`src/rtl/approx_mon_pkg.sv`:
```
// Shared types and width helpers for the approximate-adder error monitor.
package approx_mon_pkg;

  localparam int ACC_W_DEF = 48;

  typedef enum logic [1:0] {
    ST_IDLE  = 2'd0,
    ST_RUN   = 2'd1,
    ST_DRAIN = 2'd2,
    ST_DONE  = 2'd3
  } mon_state_e;

  // Signed error needs one extra bit over the W+1-bit sums.
  function automatic int err_width(input int w);
    return w + 2;
  endfunction

  function automatic int cnt_width(input int w);
    return 2 * w + 1;
  endfunction

endpackage

```
`src/rtl/approx_err_calc.sv`:
```
// Stage 1: exact sum, signed error and absolute error of one accepted sample, registered.
module approx_err_calc
  import approx_mon_pkg::*;
#(
  parameter int W = 8
) (
  input  logic                           clk,
  input  logic                           rst_n,
  input  logic                           flush_i,
  input  logic                           accept_i,
  input  logic [W-1:0]                   in_a_i,
  input  logic [W-1:0]                   in_b_i,
  input  logic [W:0]                     approx_sum_i,
  output logic                           valid_o,
  output logic signed [err_width(W)-1:0] err_o,
  output logic [W:0]                     abs_err_o
);

  localparam int EW = err_width(W);

  logic [W:0]           exact;
  logic signed [EW-1:0] err_d;
  logic [W:0]           abs_d;
  logic                 valid_q;
  logic signed [EW-1:0] err_q;
  logic [W:0]           abs_q;

  assign exact = {1'b0, in_a_i} + {1'b0, in_b_i};
  assign err_d = $signed({1'b0, approx_sum_i}) - $signed({1'b0, exact});
  // |err| never exceeds 2^(W+1)-1, so the sign bit can be dropped.
  assign abs_d = (W+1)'(err_d[EW-1] ? -err_d : err_d);

  always_ff @(posedge clk or negedge rst_n) begin
    if (!rst_n) begin
      valid_q <= 1'b0;
      err_q   <= '0;
      abs_q   <= '0;
    end else if (flush_i) begin
      valid_q <= 1'b0;
    end else begin
      valid_q <= accept_i;
      if (accept_i) begin
        err_q <= err_d;
        abs_q <= abs_d;
      end
    end
  end

  assign valid_o   = valid_q;
  assign err_o     = err_q;
  assign abs_err_o = abs_q;

endmodule

```
`src/rtl/approx_adder_err_monitor.sv`:
```
// Error-metric accumulator for approximate adders: squared error, error count, max |error|.
// Optional signed error-sum accumulator built only when ERR_BIAS_EN is defined.
module approx_adder_err_monitor
  import approx_mon_pkg::*;
#(
  parameter int W           = 8,
  parameter int NUM_SAMPLES = 65536,
  parameter int ACC_W       = ACC_W_DEF
) (
  input  logic              clk,
  input  logic              rst_n,
  input  logic              start,
  input  logic              in_valid,
  output logic              in_ready,
  input  logic [W-1:0]      in_a,
  input  logic [W-1:0]      in_b,
  input  logic [W:0]        approx_sum,
  output logic              busy,
  output logic              done,
  output logic [ACC_W-1:0]  sq_err_sum,
  output logic [2*W:0]      err_count,
  output logic [W:0]        max_abs_err,
  output logic [2*W:0]      sample_count,
  output logic              sat,
  output logic [ACC_W-1:0]  err_sum,
  output mon_state_e        dbg_state
);

  localparam int CW  = cnt_width(W);
  localparam int EW  = err_width(W);
  localparam int SQW = 2 * (W + 1);
  localparam logic [CW-1:0] LAST_IDX = CW'(NUM_SAMPLES - 1);

  // Handshake: a sample transfers on a cycle with in_valid && in_ready and no start;
  // in_ready is a registered function of FSM state and count only, never of in_valid.
  logic       accept;
  mon_state_e state_q;
  logic       in_ready_q, busy_q, done_q;
  logic [CW-1:0] count_q;

  logic                 s1_valid;
  logic signed [EW-1:0] s1_err;
  logic [W:0]           s1_abs;

  logic             p_valid_q, p_nz_q;
  logic [SQW-1:0]   p_sq_q;
  logic [W:0]       p_abs_q;
  logic [ACC_W-1:0] sq_q, sq_d;
  logic [ACC_W:0]   sq_wide;
  logic             sat_q, sat_d;
  logic [CW-1:0]    cnt_q;
  logic [W:0]       max_q;

  assign accept = in_valid && in_ready_q && !start;

  approx_err_calc #(.W(W)) u_calc (
    .clk          (clk),
    .rst_n        (rst_n),
    .flush_i      (start),
    .accept_i     (accept),
    .in_a_i       (in_a),
    .in_b_i       (in_b),
    .approx_sum_i (approx_sum),
    .valid_o      (s1_valid),
    .err_o        (s1_err),
    .abs_err_o    (s1_abs)
  );

  always_ff @(posedge clk or negedge rst_n) begin
    if (!rst_n) begin
      state_q    <= ST_IDLE;
      in_ready_q <= 1'b0;
      busy_q     <= 1'b0;
      done_q     <= 1'b0;
      count_q    <= '0;
    end else if (start) begin
      state_q    <= ST_RUN;
      in_ready_q <= 1'b1;
      busy_q     <= 1'b1;
      done_q     <= 1'b0;
      count_q    <= '0;
    end else begin
      case (state_q)
        ST_RUN: begin
          if (accept) begin
            count_q <= count_q + CW'(1);
            if (count_q == LAST_IDX) begin
              state_q    <= ST_DRAIN;
              in_ready_q <= 1'b0;
            end
          end
        end
        // Stage 1 empty means the last sample sits in the product register and
        // lands in the accumulators on this same edge.
        ST_DRAIN: begin
          if (!s1_valid) begin
            state_q <= ST_DONE;
            busy_q  <= 1'b0;
            done_q  <= 1'b1;
          end
        end
        default: ;
      endcase
    end
  end

  assign sq_wide = {1'b0, sq_q} + {{(ACC_W+1-SQW){1'b0}}, p_sq_q};
  assign sat_d   = sat_q || (sq_wide >= {1'b0, {ACC_W{1'b1}}});
  assign sq_d    = sat_d ? {ACC_W{1'b1}} : sq_wide[ACC_W-1:0];

  // Stage 2 is split into a product register and the accumulate, giving the
  // two-edge accept-to-metrics latency.
  always_ff @(posedge clk or negedge rst_n) begin
    if (!rst_n) begin
      p_valid_q <= 1'b0;
      p_nz_q    <= 1'b0;
      p_sq_q    <= '0;
      p_abs_q   <= '0;
      sq_q      <= '0;
      sat_q     <= 1'b0;
      cnt_q     <= '0;
      max_q     <= '0;
    end else if (start) begin
      p_valid_q <= 1'b0;
      sq_q      <= '0;
      sat_q     <= 1'b0;
      cnt_q     <= '0;
      max_q     <= '0;
    end else begin
      p_valid_q <= s1_valid;
      if (s1_valid) begin
        p_sq_q  <= SQW'(s1_abs) * SQW'(s1_abs);
        p_nz_q  <= (s1_err != '0);
        p_abs_q <= s1_abs;
      end
      if (p_valid_q) begin
        sq_q  <= sq_d;
        sat_q <= sat_d;
        cnt_q <= cnt_q + {{(CW-1){1'b0}}, p_nz_q};
        if (p_abs_q > max_q) max_q <= p_abs_q;
      end
    end
  end

`ifdef ERR_BIAS_EN
  localparam logic signed [ACC_W:0] BIAS_MAX = {2'b00, {(ACC_W-1){1'b1}}};
  localparam logic signed [ACC_W:0] BIAS_MIN = -BIAS_MAX;

  logic signed [EW-1:0]    p_err_q;
  logic signed [ACC_W-1:0] bias_q, bias_d;
  logic signed [ACC_W:0]   bias_wide;

  assign bias_wide = {bias_q[ACC_W-1], bias_q} + {{(ACC_W+1-EW){p_err_q[EW-1]}}, p_err_q};

  always_comb begin
    bias_d = bias_wide[ACC_W-1:0];
    if (bias_wide > BIAS_MAX)      bias_d = BIAS_MAX[ACC_W-1:0];
    else if (bias_wide < BIAS_MIN) bias_d = BIAS_MIN[ACC_W-1:0];
  end

  always_ff @(posedge clk or negedge rst_n) begin
    if (!rst_n) begin
      p_err_q <= '0;
      bias_q  <= '0;
    end else if (start) begin
      bias_q <= '0;
    end else begin
      if (s1_valid) p_err_q <= s1_err;
      if (p_valid_q) bias_q <= bias_d;
    end
  end

  assign err_sum = bias_q;
`else
  assign err_sum = '0;
`endif

  assign in_ready     = in_ready_q;
  assign busy         = busy_q;
  assign done         = done_q;
  assign sample_count = count_q;
  assign sq_err_sum   = sq_q;
  assign err_count    = cnt_q;
  assign max_abs_err  = max_q;
  assign sat          = sat_q;
  assign dbg_state    = state_q;

endmodule

```
`config.mk`:
```
export PLATFORM = sky130hd
export DESIGN_NAME = approx_adder_err_monitor
export DESIGN_NICKNAME = d
export VERILOG_FILES = /design/src/rtl/approx_mon_pkg.sv /design/src/rtl/approx_err_calc.sv /design/src/rtl/approx_adder_err_monitor.sv
export SDC_FILE = /design/constraint.sdc
export NUM_CORES = 1
export LEC_CHECK = 0
export CORE_UTILIZATION = 51
export DETAILED_ROUTE_END_ITERATION = 6
export PLACE_DENSITY = 0.79
export RECOVER_POWER = 25
export SLEW_MARGIN = 25
export SYNTH_ARGS = -nofsm -noshare
export SYNTH_HDL_FRONTEND = slang
export SYNTH_HIERARCHICAL = 1
export SYNTH_SLANG_ARGS = --single-unit
```
`constraint.sdc`:
```
create_clock -name clk -period 4.5 [get_ports clk]
set_input_delay 0.9 -clock clk [delete_from_list [all_inputs] [get_ports clk]]
set_output_delay 0.9 -clock clk [all_outputs]
set_load 0.05 [all_outputs]
```
* Word level (Yosys, flattened, before mapping)
Cells that the tools add are included.
** Storage, ports and cells
- Flip-flop bits (word level) :: 146
- Bits of input ports :: 29
- Word-level logic and storage cells :: 83
** Cells by class
- $add $sub $neg :: 6
- Multiply operators :: 1
- $lt $le $gt $ge :: 2
- Equal/unequal tests :: 7
- Muxes and demuxes :: 31
- Bitwise logic cells :: 1
- Reduce and logical (&&, ||, !) cells :: 19
** Operators with widths (number)
- $mux W48 :: 3
- $mux W17 :: 5
- $add A48 B18 Y49 :: 1
- $ge A49 B48 Y1 const B :: 1
- $mux W9 :: 4
- $mul A9 B9 Y18 :: 1
- $add A17 B1 Y17 :: 1
- $add A17 B1 Y17 const B :: 1
- $eq A17 B16 Y1 const B :: 1
- $mux W1 :: 14
- $reduce_bool A2 Y1 :: 6
- $reduce_and A2 Y1 :: 5
- $reduce_bool A10 Y1 :: 1
- $sub A9 B9 Y10 :: 1
- $add A8 B8 Y9 :: 1
- $gt A9 B9 Y1 :: 1
- $neg A9 Y9 :: 1
- $mux W2 :: 4
- $ne A3 B3 Y1 const B :: 2
- $pmux W2 S2 :: 1
- $reduce_and A4 Y1 :: 1
- $ne A3 B2 Y1 const B :: 1
- $reduce_and A3 Y1 :: 1
- $reduce_bool A3 Y1 :: 1
- other kinds (7) :: 8

* Logic depth before layout (Yosys ltp)
- Depth after elaboration :: 6
- Mapped depth :: 21

* By module
Netlist, hierarchy kept.
** Modules (own cells, without submodules)
- approx_adder_err_monitor :: instances 1, cells each 1123, area an instance 9984.6 um^2, sequential area each 3103.0 um^2
- approx_err_calc :: instances 1, cells each 172, area an instance 1654.1 um^2, sequential area each 475.5 um^2

* Least setup slack after synthesis
OpenSTA, ideal clock, no wires.
- Kind :: reg-to-reg
- Start point :: reg u_calc.abs_q[1], in the netlist u_calc/abs_err_o[1]
- End point :: reg p_sq_q[15]
- Setup time :: 0.133 ns
- Data arrival time :: 4.579 ns
- Required time :: 4.367 ns
- Setup slack :: -0.212 ns
- Stages on the path, launching flop included :: 22
- Path through :: dfrtp_1 clkbuf_1 and2_1 fa_1 inv_1 fa_1 inv_1 ha_1 inv_1 fa_1 inv_1 ha_1 a21o_1 a21oi_1 o21ai_0 a21oi_1 o21ai_0 a21boi_0 nor2_1 o31ai_1 xor2_1 o21ai_0
** On the way
- Word-level cells in the longest chain between the ends :: 1
** Ends and longest elaborated chain
- start: declaration :: line approx_err_calc.sv:26 : logic [W:0] abs_q;
- start signal: assignment :: line approx_err_calc.sv:44 : abs_q <= abs_d;
- $mul A9 B9 Y18 :: line approx_adder_err_monitor.sv:132 : p_sq_q <= SQW'(s1_abs) * SQW'(s1_abs);
- end signal: assignment :: line approx_adder_err_monitor.sv:132
- end: declaration :: line approx_adder_err_monitor.sv:46 : logic [SQW-1:0] p_sq_q;
Every way passes these cells.
A chain may end at the register's enable or synchronous reset.

* Worst setup path after layout
- Start point :: reg u_calc.abs_q[1], in the netlist u_calc/abs_err_o[1]
- End point :: reg p_sq_q[17]
The elaborated chain is that of the path after synthesis.

==> metrics <==
status complete, but fails checks; failing checks DRC, capacitance limit, slew limit; crit-path max FO 5; total core area around 0.022 mm2; min-delay src u_calc/err_o[6]$_DFFE_PN0P_; P per Cell Area between 600 and 700 mW/mm2; fin crit share a little under 100%; LEAKAGE between 0.006 and 0.007 uW; fin nets ~1600; initial DRC count 573; CP cell instances buf_6, buf_6, nand2_4, inv_2, fa_1, fa_1, inv_2, fa_1, inv_1, fa_1, ha_1, buf_6, a21oi_4, o21ai_2, a21boi_2, o21ai_1, a31oi_1, xnor2_1, o21ai_1; drt via density about 5.7; Max Cap Viol 1; overall routing resource usage between 20% and 30%; mux cell area share after synthesis about 2.8%; compound-cell area share of the yosys netlist 17.4%; EDFF count, synth 0; number of global-route vias before repair 9633; Die Ht around 150 um; die area about 0.023 mm2; Synth Register Bits approximately 140; CP Data Arrival Time ~4800 ps; Hold WC Path Type reg -> reg; mean area per synthesized cell 8.99 um2; CP required about 4800 ps; cell mode on critical path fa_1; hpwl dp between 20000 and 25000 um; Ports ~170; Top FF cell, synth dfrtp_1; Tightest Pin Transition about 2300 ps; remaining antenna violation count 0; ys async rst share 100%; Seq/Total Area, Yosys between 30% and 40%; commonest non-fill, non-tap cell in the layout dfrtp_1; CTS tree done; initial antenna violation count 0; Worst-Skew Late Latency roughly 430 ps; FF-to-FF Start u_calc/abs_err_o[1]$_DFFE_PN0P_; Util after Layout 63.0%; post-route minimum period around 4500 ps; root buffer cell clkbuf_16; Synth Area in Adders approximately 15%; global route overflow 0; first-pass GRT wire length around 47000 um; row cnt 54; R2R setup slack about 36 ps; synthesized area 0.0116 mm2; endpoint type of the worst setup path register; layout cells sized above 1 roughly 15%; Final setup viols 0; die width roughly 150 um; WL/cell 16.7 um; count of final hold-check violations 0; DRC Markers 1; synthesis-to-finish area growth 19.5%; critical path launch point type register; Initial Util a little over half; Yosys top cell area share between 30% and 40%; Slew HR -56.6%; Reg clk slew, reported paths approximately 60 ps; largest family of logic cells by synthesized area simple AND/OR/NAND/NOR gates; largest net degree at the start of global routing just over 90; Post-Syn Instances around 1300; Setup Skew 9.31 ps; Worst setup startpoint u_calc/abs_err_o[1]$_DFFE_PN0P_; most frequent cells in the layout 141 x dfrtp_1, 123 x clkdlybuf4s50_1, 113 x nor2_1, 101 x nand2_1, 95 x inv_1; drt pass-1 iters 7; max-slew violation count 93; Yosys top cell by area dfrtp_1; RSZ-0062 raised after global routing true; htree depth 4; post-layout power between 9000 and 10000 uW; GPL Wtd Cong 0.929; critical path's largest stage delay between 500 and 600 ps; clock buffer count from CTS 17; Peak VDD IR approximately 0.67 mV; PortBufs approximately 130; warnings from Yosys 6; # clock sinks between 100 and 150; max frequency 224 MHz; Bufs on Longest Clock Path 2; Synth Area in XOR/XNOR ~5.1%; WL final about 29000 um; Crit-path slowest cell fa_1; post-synth cell types 94; Synth Area in Simple Gates around a fifth; DR vias around 10000; CP Class reg -> reg; Ant. Diodes 0; Synth area leaders dfrtp_1 31%, ha_1 8.0%, fa_1 7.4%
## path summary, 6_finish.rpt
kind / end / cells past startpoint
max in group asynchronous: sq_err_sum[18]$_DFFE_PN0P_ / 2
min in group asynchronous: sq_err_sum[28]$_DFFE_PN0P_ / 1
max reg2reg: p_sq_q[17]$_DFFE_PN0P_ / 19
min reg2reg: u_calc/err_o[6]$_DFFE_PN0P_ / 2
max: p_sq_q[17]$_DFFE_PN0P_ / 19
min: u_calc/err_o[6]$_DFFE_PN0P_ / 2
## logic make-up (layout without fill, tap and decap cells)
| kind of cell | Yosys count | after routing |
|---|---|---|
| AOI/OAI and AO/OA | 287 | 287 |
| xor gates and xnor gates | 67 | 67 |
| adders and majority gates | 117 | 117 |
| buffers and inverters | 211 | 322 |
| DFF | 143 | 143 |
| muxes | 31 | 31 |
| other | 1 | 48 |
| and+or+nand+nor | 438 | 438 |
## through the flow
stage	setup WS, ps	hold WS [ps]	cells	TNS (ps)	area [um2]
final	36.3	473	1733	0	13900
after detailed placement	-270	463	1685	-616	13000
after global routing	-133	495	1733	-559	13900
after floorplan	1.41	439	1342	0	11800
after CTS	3.97	477	1729	0	13700
after global placement	-88.9	452	1685	-101	13000
## area by class of cell
cell class	count	area [um2]
timing repair buffer	187	1730
multi-input combinational	988	7300
tap	280	350
clock buffer	18	429
fill	1796	8190
clock inverter	13	131
sequential	143	3580
inverter	104	390
## per-layer routing
metal  routed length (um)  vias up  GRT usage [%]
li1                     -     4744              -
met1                12100     4777           30.1
met2                14400      345           42.1
met3                 1660       64           4.68
met4                  839        0           9.81
met5                    0        -              0
## worst max-delay path, delay by kind of cell, from the launching register on
kind                       cells  cell delay [ps]
DFF                            1              390
buffers and inverters          6              510
xor gates and xnor gates       1              160
adders and majority gates      5             2300
and+or+nand+nor                1               70
AOI/OAI and AO/OA              6              890
## flip-flops by register name, indices dropped and copies added (netlist names)
| name | cells |
|---|---|
| sq_err_sum | 48 |
| err_count | 17 |
| p_sq_q | 17 |
| sample_count | 17 |
| u_calc/err_o | 10 |
| max_abs_err | 9 |
| p_abs_q | 8 |
| u_calc/abs_err_o | 8 |
| dbg_state | 2 |
| busy | 1 |
| done | 1 |
| in_ready | 1 |
| p_nz_q | 1 |
| p_valid_q | 1 |
| sat | 1 |
| u_calc/valid_o | 1 |
## power by group
part	leakage (uW)	total, uW	switching (uW)	internal (uW)
Combinational	0.00384	6300	3390	2910
Sequential	0.00191	1610	145	1460
Clock	0.000258	1360	590	769
Total	0.00601	9270	4120	5140
## cell usage after synthesis, types with 4 or more instances
cell / number
xor2_1: 33
and3_1: 14
a211oi_2: 12
a211oi_1: 25
nand4_1: 23
o2111ai_1: 6
buf_4: 51
mux2_2: 13
and2_1: 34
and4_1: 4
or2_2: 10
a311oi_1: 5
mux2i_1: 17
nor2_1: 114
a31oi_1: 13
nand2b_1: 5
clkbuf_8: 4
a31o_2: 4
buf_6: 6
o21a_1: 14
inv_1: 103
dfrtp_1: 143
ha_1: 74
nor2b_1: 7
a211o_1: 4
o211ai_1: 8
nor3_1: 38
nor4_1: 7
nand2_1: 105
o21ai_0: 64
o22ai_1: 4
clkbuf_1: 31
o31ai_1: 6
or3_1: 13
buf_1: 4
xnor2_1: 33
nand3_1: 36
or4_1: 5
a21boi_0: 7
a21oi_1: 55
buf_2: 8
o221ai_1: 4
fa_1: 43
a21o_1: 16
## repair_timing
item / in CTS / in global routing
gates cloned: 0 / 0
setup endpoints to repair: 5 / 7
setup buffers: 13 / 4
resized for setup: 16 / 47
pin swaps: 20 / 40
hold buffers: 0 / 0
Power figures use the tool's default switching activity.
